**config.mk**
```make
export PLATFORM = sky130hd
export DESIGN_NAME = pipelined_adder
export DESIGN_NICKNAME = d
export VERILOG_FILES = /design/src/rtl/pipelined_adder.sv
export SDC_FILE = /design/constraint.sdc
export NUM_CORES = 1
export LEC_CHECK = 0
export CORE_UTILIZATION = 55
export DETAILED_ROUTE_END_ITERATION = 10
export PLACE_DENSITY = 0.8
export SLEW_MARGIN = 20
export SYNTH_ARGS = -nofsm -noshare
export SYNTH_HDL_FRONTEND = slang
export SYNTH_SLANG_ARGS = --single-unit
export TNS_END_PERCENT = 5
```
**constraint.sdc**
```tcl
create_clock -name clk -period 2.82 [get_ports clk]
set_clock_uncertainty 0.2 [all_clocks]
set_input_delay 0.423 -clock clk [delete_from_list [all_inputs] [get_ports clk]]
set_output_delay 0.423 -clock clk [all_outputs]
set_load 0.1 [all_outputs]
```
**src/rtl/pipelined_adder.sv**
```systemverilog
// ----------------------------------------------------------------------------
// pipelined_adder
//
// Pipelined WIDTH-bit adder/subtractor. The carry chain is split into STAGES
// chunks of CHUNK = WIDTH/STAGES bits. Each chunk has one register stage. Stage
// k adds operand bits [k*CHUNK +: CHUNK] using the carry registered by stage
// k-1. Stage 0 uses the effective carry-in.
//
// Operand bits that have not been consumed yet travel forward with each
// operation, and so do the sum chunks that are already complete. Sum,
// carry-out and overflow therefore appear together in the last stage. The
// forwarded operand field narrows by CHUNK bits per stage, and the sum field
// widens by CHUNK bits per stage.
//
// WIDTH must be a multiple of STAGES. STAGES=1 gives a single registered
// adder with latency 1.
//
// Ports
//   clk          rising-edge clock
//   rst_n        asynchronous active-low reset; clears all valid bits and the
//                result registers
//   in_valid_i   operands present
//   in_ready_o   operands accepted this cycle (equals the advance condition)
//   a_i, b_i     operands
//   ci_i         carry-in for add, borrow-in for subtract
//   sub_i        0 = a + b + ci, 1 = a - b - ci
//   out_valid_o  result present
//   out_ready_i  consumer takes the result this cycle
//   s_o          sum / difference
//   co_o         carry-out; in subtract mode 1 means no borrow
//   ovf_o        two's-complement signed overflow
// ----------------------------------------------------------------------------
module pipelined_adder #(
    parameter int WIDTH  = 16,
    parameter int STAGES = 4
) (
    input  logic             clk,
    input  logic             rst_n,
    input  logic             in_valid_i,
    output logic             in_ready_o,
    input  logic [WIDTH-1:0] a_i,
    input  logic [WIDTH-1:0] b_i,
    input  logic             ci_i,
    input  logic             sub_i,
    output logic             out_valid_o,
    input  logic             out_ready_i,
    output logic [WIDTH-1:0] s_o,
    output logic             co_o,
    output logic             ovf_o
);

    localparam int CHUNK = WIDTH / STAGES;

    // The whole pipe moves as one. A stalled result freezes every stage, and
    // bubbles stay where they are.
    logic adv;

    logic ovf_d;
    logic ovf_q;

    for (genvar k = 0; k < STAGES; k++) begin : g_stage
        // Operand bits still to be consumed when entering this stage.
        localparam int OPW = WIDTH - k * CHUNK;
        // Sum bits that are complete once this stage has registered.
        localparam int SW  = (k + 1) * CHUNK;

        logic [OPW-1:0]   a_in;
        logic [OPW-1:0]   bx_in;
        logic             c_in;
        logic [CHUNK:0]   part;

        logic             v_d;
        logic             v_q;
        logic             c_d;
        logic             c_q;
        logic [SW-1:0]    sum_d;
        logic [SW-1:0]    sum_q;

        if (k == 0) begin : g_head
            // Subtraction is performed as a + ~b + !ci. The inversion is
            // applied once here, so later stages only ever add.
            assign a_in  = a_i;
            assign bx_in = b_i ^ {WIDTH{sub_i}};
            assign c_in  = ci_i ^ sub_i;
            assign v_d   = in_valid_i;
            assign sum_d = part[CHUNK-1:0];
        end else begin : g_body
            assign a_in  = g_stage[k-1].g_fwd.a_q;
            assign bx_in = g_stage[k-1].g_fwd.bx_q;
            assign c_in  = g_stage[k-1].c_q;
            assign v_d   = g_stage[k-1].v_q;
            assign sum_d = {part[CHUNK-1:0], g_stage[k-1].sum_q};
        end

        assign part = {1'b0, a_in[CHUNK-1:0]}
                    + {1'b0, bx_in[CHUNK-1:0]}
                    + {{CHUNK{1'b0}}, c_in};
        assign c_d  = part[CHUNK];

        always_ff @(posedge clk or negedge rst_n) begin
            if (!rst_n) begin
                v_q   <= 1'b0;
                c_q   <= 1'b0;
                sum_q <= '0;
            end else if (adv) begin
                v_q   <= v_d;
                c_q   <= c_d;
                sum_q <= sum_d;
            end
        end

        if (k < STAGES - 1) begin : g_fwd
            // Upper operand chunks that are still waiting for their stage.
            logic [OPW-CHUNK-1:0] a_q;
            logic [OPW-CHUNK-1:0] bx_q;

            always_ff @(posedge clk or negedge rst_n) begin
                if (!rst_n) begin
                    a_q  <= '0;
                    bx_q <= '0;
                end else if (adv) begin
                    a_q  <= a_in[OPW-1:CHUNK];
                    bx_q <= bx_in[OPW-1:CHUNK];
                end
            end
        end else begin : g_last
            // Carry into the MSB is recovered as a ^ b ^ s at that bit. This
            // also works when CHUNK is 1.
            assign ovf_d = a_in[CHUNK-1] ^ bx_in[CHUNK-1]
                         ^ part[CHUNK-1] ^ part[CHUNK];
        end
    end

    always_ff @(posedge clk or negedge rst_n) begin
        if (!rst_n) begin
            ovf_q <= 1'b0;
        end else if (adv) begin
            ovf_q <= ovf_d;
        end
    end

    assign out_valid_o = g_stage[STAGES-1].v_q;
    assign s_o         = g_stage[STAGES-1].sum_q;
    assign co_o        = g_stage[STAGES-1].c_q;
    assign ovf_o       = ovf_q;

    assign adv        = ~out_valid_o | out_ready_i;
    assign in_ready_o = adv;

endmodule

```
==> qor.txt <==
Grt ovf: 0
Netlist cell types: 21
H-tree levels: 3
Area leader, netlist: dfrtp_1
Die area: 8140 µm²
Max_slew headroom: 0.578
Fin nets: 561
Core Region: 7370 µm²
Post-DR vias/cell: 4.86
F_max: 423 MHz
CP required: 2.85 ns
Clock Sink Count: 97
Area Growth Syn to Fin: 18.3%
Iter 0 DRT Violations: 208
CTS Buffer Depth: 2
Slew Viols, Final: 0
CP bufs+invs: 1
Site Rows: 31
Vias: 2,947
Die width: 90.2 µm
Area fraction of the dominant cell type after synthesis: 0.567
Io pins: 58
Syn_nets: 509
Crit path DAT: 2.40 ns
Worst skew pair latency: 0.35 ns
Critical path class: input pin to register
Drt pass-1 iters: 4
Crit path max fanout: 4
Worst vdd ir: 0.000447 V
Top cells by area, synth: dfrtp_1 (57%), nand2_1 (20%), fa_1 (3.7%), ha_1 (3.5%), xnor2_1 (3.1%)
CP top delay family: adder cells
WHS: 0.266 ns
RSZ-0062 raised after global routing: no
Status: finished clean
Largest net degree at the start of global routing: 108
IO Port Bufs: 57
Fin Setup TNS: 0 ns
Antenna viol nets, final: 0
Global-route wire length before repair: 12,800 µm
Placed insts: 590
Seq/Total Area, Yosys: 0.567
Post-layout util: 0.687
Final period utilization: 0.839
Post-Syn Area: 4280 µm²
Share of post-route cells with drive strength above 1: 0.0925
RePlAce Congestion: 0.754
PD cells: 1220 nW/µm²
Critical path, cell by cell: clkdlybuf4s50_1 > xor2_1 > fa_1 > fa_1 > a21o_1 > a21oi_1 > a21oi_1
CP Launch Type: input pin
CP endpoint kind: register
Avg WL per Cell: 11.6 µm
Total chip power: 6.16 mW
Max-cap violations: 0
Design area: 5060 µm²
Mean Syn Cell Area: 9.49 µm²
Non-filler instance count after layout: 607
Die span in y: 90.2 µm
Area after DPL: 4850 µm²
Root buf cell: clkbuf_8
Setup WS pre-CTS: 0.0896 ns
FF+latch count, synth: 97
Vias in the first global route: 2,820
CTS Buf Count: 9
Commonest non-fill, non-tap cell in the layout: nand2_1
Starting Density: 0.581
Gate Count Post-Synth: 451
Most frequent cells in the layout: nand2_1 (228), dfrtp_1 (97), clkdlybuf4s50_1 (36)
GRT Util Overall: 0.196
Hpwl dp: 4790 µm
Initial antenna violation count: 0
HP Class: register to register
Final setup fails: 0
Final Hold Viols: 0
Crit-path max cell delay: 0.48 ns
Worst-Margin Slew: 0.634 ns
Slowest cell on the critical path: clkdlybuf4s50_1
Cell leakage power: 2.58 nW
Remaining DRCs: 0
Fin crit period: 2.37 ns
N_diodes: 0
Synthesis Warnings: 0
CTS clk-pin slew, worst paths: 0.09 ns
PnR worst setup slack: 0.453 ns
CTS tree: built
Detailed Route WL: 7050 µm
-- per-layer routing --
metal  routed length, µm  vias up  global-route usage  share of wire
met2                3170       67               0.295           0.45
met1                3470     1366               0.281           0.49
met3                 271       13              0.0389          0.038
met4                 139        0              0.0793          0.020
met5                   0        -                   0              0
li1                    -     1501                   -              -
-- timing repair --
action,CTS,global route
setup buffers,0,0
hold buffers,1,0
endpoints found under the hold margin,51,0
endpoints found under the setup margin,0,0
gates resized for setup,0,0
-- state kept, by name (all words and copies together) (netlist names) --
register / cells
co_o: 1
g_stage.c_q: 3
s_o: 16
g_stage.g_fwd.bx_q: 24
g_stage.v_q: 3
g_stage.sum_q: 24
g_stage.g_fwd.a_q: 24
out_valid_o: 1
ovf_o: 1
-- cell usage after synthesis --
cell / instances
ha_1: 12
buf_6: 6
nor2b_1: 1
nand2b_1: 1
inv_1: 4
nor2b_4: 1
nor2_1: 7
a21oi_2: 2
o21ai_0: 20
o21ai_1: 3
nand2_1: 228
clkbuf_1: 1
dfrtp_1: 97
a21o_1: 7
fa_1: 8
buf_2: 14
xor2_1: 10
inv_2: 1
a21oi_1: 11
xnor2_1: 15
buf_4: 2
-- final timing paths --
check                                      startpoint  slack (ns)  cells past startpoint                               to
hold reg to reg            g_stage[2].v_q$_DFFE_PN0P_        0.27                      1          out_valid_o$_DFFE_PN0P_
setup reg to reg           g_stage[2].c_q$_DFFE_PN0P_        0.61                      6                ovf_o$_DFFE_PN0P_
min in group asynchronous                       rst_n        0.43                      2               s_o[5]$_DFFE_PN0P_
hold / removal             g_stage[2].v_q$_DFFE_PN0P_        0.27                      1          out_valid_o$_DFFE_PN0P_
setup / recovery                                sub_i        0.45                      7       g_stage[0].c_q$_DFFE_PN0P_
max in group asynchronous                       rst_n        1.33                      3  g_stage[0].sum_q[1]$_DFFE_PN0P_
-- area by class of cell --
cell class,instances,area [µm²]
clock buffer,10,138
clock inverter,6,67.6
fill,606,2310
inverter,5,18.8
multi-input combinational,326,1680
sequential,97,2430
tap,99,124
timing repair buffer,64,611
-- report_power, final --
part | total, mW | switching, mW | leakage, nW | internal, mW
combinational | 2.90 | 2.01 | 1.30 | 0.889
clock | 0.897 | 0.462 | 0.0985 | 0.435
sequential | 2.37 | 0.357 | 1.17 | 2.01
-- logic make-up after synthesis --
logic type	share of synthesized area
fa+ha+maj	0.0725
xor+xnor	0.0512
buf+inv	0.0409
flops	0.567
compound gates	0.0561
simple gates	0.212
(Power assumes the default switching activity.)
